File: src/rtl/keypad_pkg.sv
// Shared definitions for the keypad scan controller: register map,
// STATUS bit layout, scan FSM encoding and event field widths.
package keypad_pkg;

  localparam logic [1:0] KP_STATUS = 2'd0;
  localparam logic [1:0] KP_EVENT  = 2'd1;
  localparam logic [1:0] KP_CTRL   = 2'd2;
  localparam logic [1:0] KP_KEYS   = 2'd3;

  localparam int ST_COUNT_LSB  = 0;
  localparam int ST_COUNT_MSB  = 4;
  localparam int ST_EMPTY_BIT  = 5;
  localparam int ST_OVF_BIT    = 6;
  localparam int ST_IRQEN_BIT  = 7;
  localparam int ST_ENABLE_BIT = 8;

  localparam int NUM_KEYS = 16;
  localparam int EV_IDX_W = 4;
  localparam int EV_W     = EV_IDX_W + 1;

  typedef enum logic [2:0] {
    S_IDLE   = 3'd0,
    S_SCAN0  = 3'd1,
    S_SCAN1  = 3'd2,
    S_SCAN2  = 3'd3,
    S_SCAN3  = 3'd4,
    S_UPDATE = 3'd5,
    S_EMIT   = 3'd6
  } scan_state_t;

  // Column drive pattern for a state: one column pulled low while scanning.
  function automatic logic [3:0] col_drive(input scan_state_t st);
    case (st)
      S_SCAN0: return 4'b1110;
      S_SCAN1: return 4'b1101;
      S_SCAN2: return 4'b1011;
      S_SCAN3: return 4'b0111;
      default: return 4'b1111;
    endcase
  endfunction

endpackage

File: src/rtl/kp_event_fifo.sv
// Small synchronous event FIFO. A push into a full FIFO is dropped unless a
// pop happens in the same cycle; dropped pushes are flagged for one cycle.
module kp_event_fifo #(
  parameter int DEPTH = 8,
  parameter int W     = 5
) (
  input  logic                       clk,
  input  logic                       rst,
  input  logic                       push,
  input  logic [W-1:0]               push_data,
  input  logic                       pop,
  output logic [W-1:0]               pop_data,
  output logic                       full,
  output logic                       empty,
  output logic [$clog2(DEPTH):0]     count,
  output logic                       dropped
);

  localparam int AW = $clog2(DEPTH);
  localparam logic [AW:0] CNT_FULL = (AW+1)'(DEPTH);
  localparam logic [AW:0] CNT_ONE  = {{AW{1'b0}}, 1'b1};
  localparam logic [AW-1:0] PTR_ONE = {{(AW-1){1'b0}}, 1'b1};

  logic [W-1:0]  mem_r [DEPTH];
  logic [AW-1:0] wr_ptr_r;
  logic [AW-1:0] rd_ptr_r;
  logic [AW:0]   count_r;
  logic          do_push_s;
  logic          do_pop_s;

  assign empty     = (count_r == {(AW+1){1'b0}});
  assign full      = (count_r == CNT_FULL);
  assign do_pop_s  = pop & ~empty;
  assign do_push_s = push & (~full | do_pop_s);
  assign dropped   = push & full & ~do_pop_s;
  assign count     = count_r;
  assign pop_data  = mem_r[rd_ptr_r];

  // Storage array; contents are only meaningful between the pointers.
  always_ff @(posedge clk) begin
    if (do_push_s) begin
      mem_r[wr_ptr_r] <= push_data;
    end
  end

  // Pointers (wrap naturally at power-of-two depth) and occupancy count.
  always_ff @(posedge clk or negedge rst) begin
    if (!rst) begin
      wr_ptr_r <= {AW{1'b0}};
      rd_ptr_r <= {AW{1'b0}};
      count_r  <= {(AW+1){1'b0}};
    end else begin
      if (do_push_s) wr_ptr_r <= wr_ptr_r + PTR_ONE;
      if (do_pop_s)  rd_ptr_r <= rd_ptr_r + PTR_ONE;
      case ({do_push_s, do_pop_s})
        2'b10:   count_r <= count_r + CNT_ONE;
        2'b01:   count_r <= count_r - CNT_ONE;
        default: count_r <= count_r;
      endcase
    end
  end

endmodule

File: src/rtl/keypad_scan_ctrl.sv
// 4x4 keypad scanner: column scan at a programmable tick rate, per-key
// frame debounce, press/release events queued for the CPU, level irq.
module keypad_scan_ctrl
  import keypad_pkg::*;
#(
  parameter int CLK_DIV    = 100,
  parameter int DEBOUNCE   = 4,
  parameter int FIFO_DEPTH = 8
) (
  input  logic        clk,
  input  logic        rst,
  input  logic [3:0]  keypad_row,
  output logic [3:0]  keypad_col,
  input  logic        reg_en,
  input  logic        reg_we,
  input  logic [1:0]  reg_addr,
  input  logic [31:0] reg_wdata,
  output logic [31:0] reg_rdata,
  output logic        irq,
  output logic [15:0] keypad
);

  localparam int TW = $clog2(CLK_DIV);
  localparam logic [TW-1:0] TICK_MAX = TW'(CLK_DIV - 1);
  localparam logic [TW-1:0] TICK_ONE = {{(TW-1){1'b0}}, 1'b1};
  localparam logic [3:0]    DB_MAX   = 4'(DEBOUNCE);
  localparam int FAW = $clog2(FIFO_DEPTH);

  scan_state_t state_r, state_s;
  logic [TW-1:0]               tick_cnt_r;
  logic                        tick_s;
  logic [3:0]                  idx_r;
  logic [NUM_KEYS-1:0]         raw_r, kp_r, changed_r;
  logic [NUM_KEYS-1:0]         kp_upd_s, chg_upd_s;
  logic [NUM_KEYS-1:0][3:0]    dbc_r, dbc_upd_s;
  logic                        scanning_s;
  logic [1:0]                  scan_col_s;
  logic                        enable_r, irq_en_r, ovf_r, irq_r;
  logic [3:0]                  col_r;
  logic                        wr_ctrl_s, pop_s, push_s;
  logic [EV_W-1:0]             head_s;
  logic                        fifo_full_s, fifo_empty_s, fifo_drop_s;
  logic [FAW:0]                fifo_count_s;
  logic                        unused_s;

  assign unused_s  = ^reg_wdata[31:3] ^ fifo_full_s;
  assign tick_s    = (tick_cnt_r == TICK_MAX);
  assign wr_ctrl_s = reg_en & reg_we & (reg_addr == KP_CTRL);
  assign pop_s     = reg_en & ~reg_we & (reg_addr == KP_EVENT);
  assign push_s    = (state_r == S_EMIT) & changed_r[idx_r];

  assign keypad_col = col_r;
  assign keypad     = kp_r;
  assign irq        = irq_r;

  // Free-running scan tick divider; held at zero while scanning is disabled.
  always_ff @(posedge clk or negedge rst) begin
    if (!rst) begin
      tick_cnt_r <= {TW{1'b0}};
    end else if (!enable_r || tick_s) begin
      tick_cnt_r <= {TW{1'b0}};
    end else begin
      tick_cnt_r <= tick_cnt_r + TICK_ONE;
    end
  end

  // Current scan column decoded from the FSM state.
  always_comb begin
    scanning_s = 1'b1;
    case (state_r)
      S_SCAN0: scan_col_s = 2'd0;
      S_SCAN1: scan_col_s = 2'd1;
      S_SCAN2: scan_col_s = 2'd2;
      S_SCAN3: scan_col_s = 2'd3;
      default: begin
        scan_col_s = 2'd0;
        scanning_s = 1'b0;
      end
    endcase
  end

  // Next-state logic: a disable aborts a scan immediately but lets EMIT finish.
  always_comb begin
    state_s = state_r;
    case (state_r)
      S_IDLE:   if (enable_r) state_s = S_SCAN0; else state_s = S_IDLE;
      S_SCAN0:  if (!enable_r) state_s = S_IDLE; else if (tick_s) state_s = S_SCAN1; else state_s = S_SCAN0;
      S_SCAN1:  if (!enable_r) state_s = S_IDLE; else if (tick_s) state_s = S_SCAN2; else state_s = S_SCAN1;
      S_SCAN2:  if (!enable_r) state_s = S_IDLE; else if (tick_s) state_s = S_SCAN3; else state_s = S_SCAN2;
      S_SCAN3:  if (!enable_r) state_s = S_IDLE; else if (tick_s) state_s = S_UPDATE; else state_s = S_SCAN3;
      S_UPDATE: state_s = S_EMIT;
      S_EMIT: begin
        if (idx_r != 4'd15) state_s = S_EMIT;
        else if (enable_r)  state_s = S_SCAN0;
        else                state_s = S_IDLE;
      end
      default:  state_s = S_IDLE;
    endcase
  end

  // Per-key debounce step applied once per frame in UPDATE.
  always_comb begin
    kp_upd_s  = kp_r;
    chg_upd_s = changed_r;
    dbc_upd_s = dbc_r;
    for (int k = 0; k < NUM_KEYS; k++) begin
      if (raw_r[k] == kp_r[k]) begin
        dbc_upd_s[k] = 4'd0;
      end else if ((dbc_r[k] + 4'd1) == DB_MAX) begin
        kp_upd_s[k]  = ~kp_r[k];
        chg_upd_s[k] = 1'b1;
        dbc_upd_s[k] = 4'd0;
      end else begin
        dbc_upd_s[k] = dbc_r[k] + 4'd1;
      end
    end
  end

  // FSM state, column drive, raw capture, debounce state and emit index.
  always_ff @(posedge clk or negedge rst) begin
    if (!rst) begin
      state_r   <= S_IDLE;
      col_r     <= 4'b1111;
      idx_r     <= 4'd0;
      raw_r     <= {NUM_KEYS{1'b0}};
      kp_r      <= {NUM_KEYS{1'b0}};
      changed_r <= {NUM_KEYS{1'b0}};
      dbc_r     <= '{default: 4'd0};
    end else begin
      state_r <= state_s;
      col_r   <= col_drive(state_s);
      if (state_r == S_IDLE) begin
        raw_r <= {NUM_KEYS{1'b0}};
      end else if (scanning_s && enable_r && tick_s) begin
        raw_r[{scan_col_s, 2'b00} +: 4] <= ~keypad_row;
      end
      if (state_r == S_UPDATE) begin
        kp_r      <= kp_upd_s;
        changed_r <= chg_upd_s;
        dbc_r     <= dbc_upd_s;
        idx_r     <= 4'd0;
      end else if (state_r == S_EMIT) begin
        changed_r[idx_r] <= 1'b0;
        idx_r            <= idx_r + 4'd1;
      end
    end
  end

  // Control register, sticky overflow (set beats clear) and registered irq.
  always_ff @(posedge clk or negedge rst) begin
    if (!rst) begin
      enable_r <= 1'b1;
      irq_en_r <= 1'b0;
      ovf_r    <= 1'b0;
      irq_r    <= 1'b0;
    end else begin
      if (wr_ctrl_s) begin
        enable_r <= reg_wdata[0];
        irq_en_r <= reg_wdata[1];
      end
      if (fifo_drop_s) begin
        ovf_r <= 1'b1;
      end else if (wr_ctrl_s && reg_wdata[2]) begin
        ovf_r <= 1'b0;
      end
      irq_r <= irq_en_r & ~fifo_empty_s;
    end
  end

  kp_event_fifo #(.DEPTH(FIFO_DEPTH), .W(EV_W)) u_fifo (
    .clk       (clk),
    .rst       (rst),
    .push      (push_s),
    .push_data ({kp_r[idx_r], idx_r}),
    .pop       (pop_s),
    .pop_data  (head_s),
    .full      (fifo_full_s),
    .empty     (fifo_empty_s),
    .count     (fifo_count_s),
    .dropped   (fifo_drop_s)
  );

  // Register read mux.
  always_comb begin
    reg_rdata = 32'd0;
    case (reg_addr)
      KP_STATUS: begin
        reg_rdata[ST_COUNT_MSB:ST_COUNT_LSB] = 5'(fifo_count_s);
        reg_rdata[ST_EMPTY_BIT]  = fifo_empty_s;
        reg_rdata[ST_OVF_BIT]    = ovf_r;
        reg_rdata[ST_IRQEN_BIT]  = irq_en_r;
        reg_rdata[ST_ENABLE_BIT] = enable_r;
      end
      KP_EVENT: begin
        if (!fifo_empty_s) reg_rdata = {1'b1, 26'd0, head_s};
        else               reg_rdata = 32'd0;
      end
      KP_CTRL:  reg_rdata = {30'd0, irq_en_r, enable_r};
      KP_KEYS:  reg_rdata = {16'd0, kp_r};
      default:  reg_rdata = 32'd0;
    endcase
  end

endmodule

File: config.mk
export PLATFORM = sky130hd
export DESIGN_NAME = keypad_scan_ctrl
export DESIGN_NICKNAME = d
export VERILOG_FILES = /design/src/rtl/keypad_pkg.sv /design/src/rtl/kp_event_fifo.sv /design/src/rtl/keypad_scan_ctrl.sv
export SDC_FILE = /design/constraint.sdc
export NUM_CORES = 1
export LEC_CHECK = 0
export ABC_CLOCK_PERIOD_IN_PS = 5000
export BUFFER_PORTS_ARGS = -buffer_cell sky130_fd_sc_hd__buf_2
export CORE_MARGIN = 5
export CORE_UTILIZATION = 65
export CTS_BUF_LIST = sky130_fd_sc_hd__clkbuf_8
export DETAILED_ROUTE_END_ITERATION = 6
export GPL_TIMING_DRIVEN = 0
export MAX_ROUTING_LAYER = met4
export PLACE_DENSITY = 0.86
export SKIP_CTS_REPAIR_TIMING = 1
export SLEW_MARGIN = 20
export SYNTH_ARGS = -nofsm -noshare
export SYNTH_HDL_FRONTEND = slang
export SYNTH_SLANG_ARGS = --single-unit
File: constraint.sdc
create_clock -name clk -period 5 [get_ports clk]
set_clock_uncertainty 0.1 [all_clocks]
set_input_delay 0.75 -clock clk [delete_from_list [all_inputs] [get_ports clk]]
set_output_delay 0.75 -clock clk [all_outputs]
set_load 0.05 [all_outputs]
Yosys cells after proc, flatten, opt, wreduce, memory -nomap -nowiden
Memory sizes are Yosys's and may differ from the RTL's. Index checks and enable logic that the tools add are counted.

Bits in registers: 144. Memory bits (writable): 40. Input bits: 42. Output and inout bits: 53. Logic and storage cells: 366. Memories: 1.

Memories: u_fifo.mem_r (words 8, bits a word 5, rd ports 1, clocked after Yosys merged registers in 0, write ports 1, line kp_event_fifo.sv:24) `logic [W-1:0] mem_r [DEPTH];`.

Add/subtract/negate cells: 23. Order comparisons: 2. Equality and inequality tests: 82. Shift-type cells: 2. Mux-type cells: 100. Bitwise operators: 50. Reduce and logical (&&, ||, !) cells: 46.

Operator list (count): $mux 4 (34); $reduce_and 3->1 (32); $add 4x1->4 const B (18); $eq 4x3->1 const B (16); $mux 16 (4); $ne 2x2->1 const B (32); $pmux 23 s2 (1); $mux 1 (43); $not 1->1 (36); $pmux 9 s4 (1); $mux 32 (1); $pmux 3 s7 (1); $and 16x16->16 (1); $bwmux 16 (1); $eq 1x1->1 (16); $not 16->16 (1); $pmux 4 s4 (1); $shift 4x6->16 const A (1); $shiftx 4x6->16 (1); $eq 3x2->1 const B (4); $eq 3x3->1 const B (4); $mux 3 (4); $and 1x1->1 (10); $bmux 1 s4 (2); 27 further kinds (40).

Logic depth before layout (Yosys ltp)
Gate-level depths: netlist of the first run.

Depth in word-level cells: 8. Mapped depth: 15. Mapped depth without buffers: 12.

Hierarchy
From an unflattened synthesis of the first run, not the netlist that was laid out.

Cells, all modules: 870. Area, all modules: 9943.3 um^2.

By module, submodules not included: keypad_scan_ctrl (times used 1, cells an instance 745, area each 7754.9 um^2, seq. area each 3359.5 um^2); kp_event_fifo (times used 1, cells an instance 125, area each 2188.3 um^2, seq. area each 1451.4 um^2).

Worst setup path before layout of the first run
No wires, ideal clock.

Path kind: register -> output. Start point: reg u_fifo.rd_ptr_r[1]. End point: out reg_rdata[3]. Data arrival time: 2.834 ns. Required time: 4.150 ns. Setup slack: 1.316 ns. Stages on the path, launching flop included: 5. Buffers on the path: 1. Cells stage by stage: dfrtp_1 clkbuf_1 mux4_2 mux2i_1 o311ai_0.

Longest elaborated chain between the ends: 3.

Ends and longest elaborated chain: start, declared (line kp_event_fifo.sv:26) `logic [AW-1:0] rd_ptr_r;`; start signal, assigned (line kp_event_fifo.sv:50) `rd_ptr_r <= {AW{1'b0}};`; start signal, assigned (line kp_event_fifo.sv:54) `if (do_pop_s) rd_ptr_r <= rd_ptr_r + PTR_ONE;`; $mem_v2 8x5; $mux 32 (line keypad_scan_ctrl.sv:195) `if (!fifo_empty_s) reg_rdata = {1'b1, 26'd0, head_s};`; $pmux 9 s4 (line keypad_scan_ctrl.sv:186) `case (reg_addr)`; end, declared (line keypad_scan_ctrl.sv:18) `output logic [31:0] reg_rdata,`.

Every way passes these cells.

Worst setup path after layout of the first run
Ends and elaborated chain as after synthesis.

==> results of run 1 <==
power by group through the flow:
stage	combinational [W]	sequential, W	clock, W
after floorplan	0.000275	0.00165	0
after detailed placement	0.000388	0.00164	0
after CTS	0.000390	0.00161	0.00112
after global routing	0.000427	0.00162	0.00120
final	0.000387	0.00162	0.00112
after global placement	0.000375	0.00164	0
routing by layer:
| metal | routed length [um] | share of wire | track usage |
|---|---|---|---|
| met1 | 9040 | 0.43 | 0.353 |
| met2 | 10100 | 0.48 | 0.426 |
| met3 | 1130 | 0.054 | 0.0433 |
| met4 | 718 | 0.034 | 0.122 |
| met5 | 0 | 0 | - |
worst max-delay path, cell delays in order, from the launching register on:
cell and delay (ns):
dfrtp_1 0.39, clkbuf_1 0.48, mux4_2 0.42, mux2i_1 0.30, nand2_1 0.09, nand3_1 0.10
o311ai_0 0.14, buf_2 0.25
through the flow:
| stage | cell area, um^2 | hold slack, ns |
|---|---|---|
| final | 10300 | 0.138 |
| after global routing | 10300 | 0.174 |
| after CTS | 10300 | 0.173 |
| after detailed placement | 9820 | 0.348 |
| after global placement | 9780 | 0.342 |
| after floorplan | 9300 | 0.325 |
flip-flops by register name, summed over array words and instances, names as in the netlist:
register,count
irq,1
u_fifo.count,4
tick_cnt_r,7
changed_r,16
u_fifo.rd_ptr_r,3
keypad,16
u_fifo.wr_ptr_r,3
idx_r,4
enable_r,1
irq_en_r,1
ovf_r,1
state_r,3
u_fifo.mem_r,40
keypad_col,4
dbc_r,64
raw_r,16
cell type report:
class | instances | area, um^2 | share of cell area
Tap cell | 180 | 225 | 0.0219
Timing Repair Buffer | 51 | 288 | 0.0280
Inverter | 20 | 77.6 | 0.00755
Clock buffer | 19 | 262 | 0.0255
Buffer | 47 | 282 | 0.0274
Multi-Input combinational cell | 621 | 4130 | 0.402
Sequential cell | 184 | 4810 | 0.468
Clock inverter | 13 | 194 | 0.0189
synth_stat cells (all sizes together) (3+ instances only):
cell type  number
mux2i          14
dfstp           5
inv            20
a31oi           6
ha             33
buf            36
mux4           15
xnor2          15
clkbuf         11
nand2b          6
xor2           33
nor2b           6
and3           12
nor3b           9
a22oi           3
dfrtp         139
and4b           3
mux2           18
or2             5
nor2           50
a211oi          7
a21oi          26
o21ai          83
nand2         128
o22ai           4
nor3            8
a22o           36
edfxtp         40
nand4b          8
nand3          45
nand3b          3
o31ai           4
kinds of logic (layout without fill, tap and decap cells):
group	count (synthesis)	count (layout)	share of synthesized area
buffers and inverters	67	150	0.0388
xor gates and xnor gates	48	48	0.0454
AOI/OAI and AO/OA	178	178	0.120
other	1	15	0.000405
muxes	47	47	0.0736
DFF	184	184	0.520
adders and majority gates	34	34	0.0468
and+or+nand+nor	299	299	0.155
layout by cell type, fill, tap and decap left out, types with 12 or more instances in the layout:
cell type	instances
edfxtp_1	40
and3_1	12
nand2_1	128
mux4_2	15
inv_1	21
clkbuf_8	19
conb_1	15
xor2_1	33
nor2_1	50
o21ai_0	74
a21oi_1	26
mux2i_1	14
nand3_1	45
a22o_1	36
buf_2	61
xnor2_1	15
mux2_2	18
dfrtp_1	139
buf_4	18
ha_1	33
how the worst min path moves through the flow:
stage                                    end  slack [ns]  cells past startpoint
after floorplan                tick_cnt_r[0]        0.33                      1
after global placement         tick_cnt_r[0]        0.34                      1
after detailed placement       tick_cnt_r[0]        0.35                      1
after CTS                 u_fifo.rd_ptr_r[2]        0.17                      1
after global routing      u_fifo.rd_ptr_r[1]        0.17                      1
final                     u_fifo.rd_ptr_r[2]        0.14                      1
==> results_dict.tcl, run 1 <==
set metrics [dict create \
    grt_max_degree 85 \
    ioPinCount 95 \
    cts.sinks 184 \
    die_y_um 129 \
    grt_pass1_vias 6670 \
    synth_edf_count 40 \
    placed_cells 1103 \
    syn_area_um2 9250 \
    worstHoldPathType "primary input to async pin" \
    switching_share 0.266 \
    cts_buffers 17 \
    slew_headroom 0.529 \
    place_congestion 0.940 \
    worst_r2r_endpoint "u_fifo.count[3]" \
    power_w 0.00312 \
    antenna_found_initial 0 \
    clk_latency_ns 0.47 \
    netlist_instances 858 \
    cts_max_path_buffers 2 \
    cts_tree "yes" \
    fmax_mhz 287 \
    synthFlopType "dfrtp_1" \
    p_per_area_nw_per_um2 304 \
    crit_fanout 10 \
    required_ns 4.15 \
    clk_pin_slew_ns 0.09 \
    setup_tns_ns 0 \
    grt_pass1_wl_um 33800 \
    post-route-period-util 0.698 \
    drive_above_1_share 0.166 \
    preCtsSetupSlack_ns 1.62 \
    min_period_ns 3.49 \
    worstMarginPinSlew_ns 0.707 \
    ys_seq_area_frac 0.520 \
    p_int_w 0.00229 \
    fin_util 0.737 \
    timing.rr.start "idx_r[0]" \
    area_growth_pct 11.0 \
    synth-seq-cells 184 \
    grt_usage 0.272 \
    power_frac_clock 0.358 \
    synth_async_sr_flop_share 0.783 \
    finalHoldViolCount 0 \
    via_per_inst 6.07 \
    hpwl_um 15100 \
    num_vias 6889 \
    die_w_um 129 \
    worst_r2r_path_depth 14 \
    final_nets 1018 \
    p_comb_frac 0.124 \
    drv_cap 0 \
    setup_viol_count_final 0 \
    drt_pass1_iterations 5 \
    synth.area.top_cells "dfrtp_1, edfxtp_1, nand2_1, ha_1, o21ai_0" \
    start_kind "register" \
    p_switching_w 0.000830 \
    synth_area_per_cell_um2 10.8 \
    seqPwrFrac 0.518 \
    reg2reg_slack_ns 1.60 \
    drtIter0Drc 617 \
    fillCellCount 950 \
    drc 0 \
    vdd_drop_max_uv 169 \
    grt_overflow 0 \
    rsz0062_at_grt "no" \
    ys_types 58 \
    n_antenna_cell 0 \
    criticalPathCategory "register to primary output" \
    status "finished clean" \
    start_util 0.664 \
    row_count 43 \
    avgRoutedWirePerCell_um 18.5 \
    die_area_um2 16700 \
    synth.largest_area_cell "dfrtp_1" \
    synth_top_area_frac 0.376 \
    fin_cells 1135 \
    antenna_left 0 \
    setup_slack_ns 1.51 \
    crit_path_end_kind "primary output" \
    endpoint "reg_rdata[3]" \
    wl_um 21000 \
    p_leak_nw 4.85 \
    drv_slew 0 \
    ctsHtreeMaxLevel 4 \
    cts-root-buf "clkbuf_8" \
    yosys_warnings 0 \
    arrival_ns 2.64 \
    core-area_um2 13900 \
    crit_path_start "u_fifo.rd_ptr_r[1]" \
    io_buffer_count 50 \
]
Note: power is estimated with default switching activity, not from simulation.
==> run 2: changes to the inputs <==
--- a/config.mk
+++ b/config.mk
@@ -5,15 +5,15 @@
 export SDC_FILE = /design/constraint.sdc
 export NUM_CORES = 1
 export LEC_CHECK = 0
-export ABC_CLOCK_PERIOD_IN_PS = 5000
+export ABC_CLOCK_PERIOD_IN_PS = 3400
 export BUFFER_PORTS_ARGS = -buffer_cell sky130_fd_sc_hd__buf_2
 export CORE_MARGIN = 5
-export CORE_UTILIZATION = 65
+export CORE_UTILIZATION = 61
 export CTS_BUF_LIST = sky130_fd_sc_hd__clkbuf_8
 export DETAILED_ROUTE_END_ITERATION = 6
 export GPL_TIMING_DRIVEN = 0
 export MAX_ROUTING_LAYER = met4
-export PLACE_DENSITY = 0.86
+export PLACE_DENSITY = 0.81
 export SKIP_CTS_REPAIR_TIMING = 1
 export SLEW_MARGIN = 20
 export SYNTH_ARGS = -nofsm -noshare
==> constraint.sdc (replaced) <==
create_clock -name clk -period 3.4 [get_ports clk]
set_clock_uncertainty 0.1 [all_clocks]
set_input_delay 0.51 -clock clk [delete_from_list [all_inputs] [get_ports clk]]
set_output_delay 0.51 -clock clk [all_outputs]
set_load 0.05 [all_outputs]
==> run 2 against run 1 <==
Compared with the run above: design area hardly changed; utilization is 5.3 points lower; critical path depth is 1 lower; count of clock-buffer cells in the layout is 2 lower; cell count is 0.97% higher.
==> results_dict.tcl, run 2 (synthesis results as in run 1) <==
set metrics [dict create \
    drtIter0Drc 416 \
    rsz0062_at_grt "no" \
    ctsHtreeMaxLevel 4 \
    status "finished clean" \
    clk_pin_slew_ns 0.10 \
    drv_cap 0 \
    arrival_ns 2.64 \
    place_congestion 0.917 \
    post-route-period-util 0.957 \
    min_period_ns 3.25 \
    seq_area_um2 4820 \
    vdd_drop_max_uv 280 \
    whs_ns 0.171 \
    largest_register_ffs 64 \
    cts_tree "yes" \
    dpl-instance-area_um2 9830 \
    cts.sinks 184 \
    grt_max_degree 76 \
    wl_um 20900 \
    p_leak_nw 4.84 \
    critPathTopFamily "buffers and inverters" \
    num_vias 6832 \
    drive_above_1_share 0.174 \
    via_per_inst 5.96 \
    n_antenna_cell 0 \
    required_ns 2.79 \
    worstMarginPinSlew_ns 0.717 \
    criticalPathCategory "register to primary output" \
    cts_buffers 17 \
    area_growth_pct 11.1 \
    hpwl_um 15100 \
    final_nets 1021 \
    die_area_um2 17700 \
    crit_chain "clkbuf_1 -> mux4_2 -> mux2i_1 -> or3_1 -> a31oi_1 -> buf_2" \
    die_w_um 133 \
    drv_slew 0 \
    io_buffer_count 50 \
    clk_latency_ns 0.47 \
    worstHoldPathType "primary input to register" \
    cts-root-buf "clkbuf_8" \
    row_count 45 \
    placed_cells 1111 \
    final_common_cell "dfrtp_1" \
    die_y_um 133 \
    grt_usage 0.253 \
    cp_slowest_cell "clkbuf_1" \
    antenna_found_initial 0 \
    cts_max_path_buffers 2 \
    crit_fanout 10 \
    start_kind "register" \
    grt_pass1_wl_um 34200 \
    grt_pass1_vias 6655 \
    finalHoldViolCount 0 \
    p_per_area_nw_per_um2 433 \
    setup_tns_ns 0 \
    grt_overflow 0 \
    fin_cells 1146 \
    max_stage_delay_ns 0.48 \
    setup_viol_count_final 0 \
    start_util 0.615 \
    avgRoutedWirePerCell_um 18.2 \
    fillCellCount 1112 \
    core-area_um2 15000 \
    stdcell_area_um2 10300 \
    slew_headroom 0.518 \
    cp_num_buf_inv 2 \
    multi_input_area_um2 4140 \
    ioPinCount 95 \
    top_regs "dbc_r (64), u_fifo.mem_r (40)" \
    fmax_mhz 307 \
    drt_pass1_iterations 5 \
    crit_path_end_kind "primary output" \
    final_cell_mix "dfrtp_1, nand2_1, o21ai_0" \
    antenna_left 0 \
    drc 0 \
    max_flop_register "dbc_r" \
]
run 2: area by class of cell:
class / count / share of cell area
buffer: 47 / 0.0276
clock buffer: 17 / 0.0228
clock inverter: 15 / 0.0177
inverter: 20 / 0.00755
multi-input combinational: 621 / 0.402
sequential: 184 / 0.469
tap: 188 / 0.0229
timing repair buffer: 54 / 0.0304
run 2: final timing paths:
path,startpoint,end,slack [ns],cells after the start
worst max-delay path,u_fifo.rd_ptr_r[1],reg_rdata[2],0.15,6
worst min-delay path,reg_wdata[1],irq_en_r,0.17,2
worst max register to register,idx_r[0],u_fifo.count[3],0.15,14
worst min register to register,tick_cnt_r[0],tick_cnt_r[0],0.37,1
max in group asynchronous,rst,enable_r,1.91,3
min in group asynchronous,rst,u_fifo.rd_ptr_r[0],0.49,2
run 2: per-stage QoR:
step / setup slack, ns / utilization / power (W)
2_1_floorplan: 0.483 / - / 0.00283
3_3_place_gp: -0.301 / 0.651 / 0.00297
3_5_place_dp: 0.0611 / 0.654 / 0.00299
4_1_cts: 0.0367 / 0.681 / 0.00447
5_1_grt: 0.00649 / 0.684 / 0.00463
6_report: 0.147 / 0.684 / 0.00445
run 2: routing by layer:
metal,vias up,global-route usage,routed length (um)
li1,3227,-,-
met3,44,0.0404,958
met4,0,0.0863,512
met5,-,-,0
met1,3352,0.337,9130
met2,209,0.400,10200
run 2: where the power goes:
group | leakage, nW | internal, W | switching [W]
logic | 2.21 | 0.000206 | 0.000366
registers | 2.42 | 0.00231 | 0.0000662
clock network | 0.207 | 0.000626 | 0.000871
==> run 3: changes to the inputs <==
--- a/config.mk
+++ b/config.mk
@@ -5,6 +5,7 @@
 export SDC_FILE = /design/constraint.sdc
 export NUM_CORES = 1
 export LEC_CHECK = 0
+export ABC_AREA = 1
 export ABC_CLOCK_PERIOD_IN_PS = 3400
 export BUFFER_PORTS_ARGS = -buffer_cell sky130_fd_sc_hd__buf_2
 export CORE_MARGIN = 5
==> run 3 against run 2 <==
Compared with the run above: clock power down 11%; utilization down 0.52 points; synthesized cell count up 19%; largest cell class unchanged; via count up 5.4%.
==> results_dict.tcl, run 3 <==
set metrics [dict create \
    grt_max_degree 88 \
    crit_path_end_kind "register" \
    cp_common_cell "nand2_1" \
    muxShareOfSynthArea 0 \
    ys_seq_area_frac 0.519 \
    rsz0062_at_grt "no" \
    netlist_instances 1021 \
    syn_area_um2 9270 \
    vdd_drop_max_uv 351 \
    clk_pin_slew_ns 0.09 \
    drtIter0Drc 599 \
    final_cell_mix "nand2_1, dfrtp_1, inv_1" \
    synthXorXnorAreaFrac 0.0614 \
    drv_slew 0 \
    post-route-period-util 0.916 \
    drv_cap 0 \
    synth-compound-area-share 0.118 \
    synth_top_family_by_area "simple AND/OR/NAND/NOR gates" \
    crit_fanout 11 \
    criticalPathCategory "register to register" \
    crit_chain "buf_4 -> inv_2 -> nand2_1 -> nand3_1 -> nand2_1 -> nand2_1 -> nand2_1 -> inv_1 -> nand2_2 -> nand3_2 -> ha_1 -> ha_1 -> nand2_1 -> nand2_1 -> a21oi_1 -> nor2_1 -> nor2_1 -> nand2_1 -> xnor2_1" \
    antenna_found_initial 0 \
    drt_pass1_iterations 6 \
    die_w_um 133 \
    crit_cells 19 \
    whs_ns 0.165 \
    cts_tree "yes" \
    wl_um 21000 \
    clk_latency_ns 0.47 \
    yosys_warnings 0 \
    worst_r2r_path_depth 19 \
    switching_share 0.327 \
    cts.sinks 184 \
    worstMarginPinSlew_ns 0.653 \
    synth_area_per_cell_um2 9.08 \
    required_ns 3.66 \
    p_switching_w 0.00156 \
    synth_fa_ha_area_frac 0.0467 \
    slew_headroom 0.565 \
    yosys.area_share.simple 0.178 \
    p_comb_frac 0.208 \
    hpwl_um 15400 \
    io_buffer_count 50 \
    place_congestion 0.900 \
    hold_depth 2 \
    p_int_w 0.00321 \
    start_util 0.616 \
    critPathTopFamily "simple AND/OR/NAND/NOR gates" \
    drc 0 \
    drive_above_1_share 0.121 \
    cts_buffers 17 \
    ctsHtreeMaxLevel 4 \
    synth_async_sr_flop_share 0.783 \
    core-area_um2 15000 \
    synth_top_area_frac 0.375 \
    grt_usage 0.252 \
    seqPwrFrac 0.514 \
    cts_max_path_buffers 2 \
    yosysMostFrequentCell "nand2_1" \
    power_frac_clock 0.278 \
    ys_types 44 \
    synth-seq-cells 184 \
    status "finished clean" \
    die_area_um2 17800 \
    final_nets 1182 \
    via_per_inst 5.51 \
    worstHoldPathType "primary input to register" \
    cts-root-buf "clkbuf_8" \
    synthTopCellsByCount "nand2_1, dfrtp_1, inv_1" \
    grt_pass1_wl_um 34400 \
    num_vias 7202 \
    top_regs "dbc_r (64), u_fifo.mem_r (40)" \
    antenna_left 0 \
    n_antenna_cell 0 \
    arrival_ns 3.37 \
    die_y_um 133 \
    area_growth_pct 10.1 \
    start_kind "register" \
    p_leak_nw 5.08 \
    fmax_mhz 321 \
    fillCellCount 1199 \
    fin_util 0.678 \
    cp_num_buf_inv 3 \
    row_count 45 \
    synth_edf_count 40 \
    avgRoutedWirePerCell_um 16.1 \
    max_stage_delay_ns 0.63 \
    largest_register_ffs 64 \
    max_flop_register "dbc_r" \
    ioPinCount 95 \
    grt_overflow 0 \
    synthFlopType "dfrtp_1" \
    p_per_area_nw_per_um2 467 \
    synth.area.top_cells "dfrtp_1, edfxtp_1, nand2_1, o21ai_0, inv_1" \
    grt_pass1_vias 6971 \
    min_period_ns 3.11 \
    power_w 0.00476 \
    setup_viol_count_final 0 \
    final_common_cell "nand2_1" \
    synth.largest_area_cell "dfrtp_1" \
    finalHoldViolCount 0 \
    cp_slowest_cell "dfrtp_1" \
]
run 3: worst reg2reg max path: stages (launching register included):
cell and delay, ns:
dfrtp_1 0.63, buf_4 0.27, inv_2 0.11, nand2_1 0.07, nand3_1 0.06, nand2_1 0.07, nand2_1 0.06, nand2_1 0.07
inv_1 0.04, nand2_2 0.11, nand3_2 0.20, ha_1 0.28, ha_1 0.28, nand2_1 0.06, nand2_1 0.05, a21oi_1 0.17
nor2_1 0.06, nor2_1 0.11, nand2_1 0.08, xnor2_1 0.12
run 3: kinds of logic after synthesis:
kind of cell	Yosys count
AOI/OAI and AO/OA	186
xor gates and xnor gates	65
adders and majority gates	34
buffers and inverters	162
DFF	184
other	1
and+or+nand+nor	389
run 3: worst paths after layout:
| check | startpoint | end | slack (ns) |
|---|---|---|---|
| min reg2reg | tick_cnt_r[0] | tick_cnt_r[0] | 0.38 |
| min in group asynchronous | rst | dbc_r[41] | 0.47 |
| max reg2reg | idx_r[0] | u_fifo.count[3] | 0.29 |
| max in group asynchronous | rst | idx_r[1] | 1.96 |
| min | keypad_row[3] | raw_r[11] | 0.16 |
| max | idx_r[0] | u_fifo.count[3] | 0.29 |
run 3: per-stage QoR:
stage	instance area (um^2)	TNS, ns	cells	worst slack, ns
floorplan	9320	0	1035	0.877
global placement	9810	-39.44	1273	-0.291
detailed placement	9840	0	1274	0.304
CTS	10200	0	1306	0.280
global route	10200	0	1307	0.0150
finish	10200	0	1307	0.286
run 3: routing by layer:
| layer | GRT usage | wire [um] |
|---|---|---|
| met5 | - | 0 |
| met4 | 0.0869 | 608 |
| met3 | 0.0510 | 1130 |
| met2 | 0.406 | 10100 |
| met1 | 0.322 | 9170 |
run 3: final cells by class:
cell class / instances / area (um^2) / area share
Sequential cell: 184 / 4810 / 0.472
Clock buffer: 17 / 234 / 0.0229
Clock inverter: 15 / 111 / 0.0109
Buffer: 37 / 243 / 0.0238
Timing Repair Buffer: 52 / 298 / 0.0292
Multi-Input combinational cell: 689 / 3800 / 0.372
Tap cell: 188 / 235 / 0.0231
Inverter: 125 / 469 / 0.0460
run 3: power groups by stage:
stage	Clock (W)	Combinational [W]	Sequential, W
2_1_floorplan	0	0.000700	0.00249
3_3_place_gp	0	0.000956	0.00249
3_5_place_dp	0	0.000988	0.00249
4_1_cts	0.00134	0.000991	0.00244
5_1_grt	0.00144	0.00110	0.00246
6_report	0.00133	0.000990	0.00245
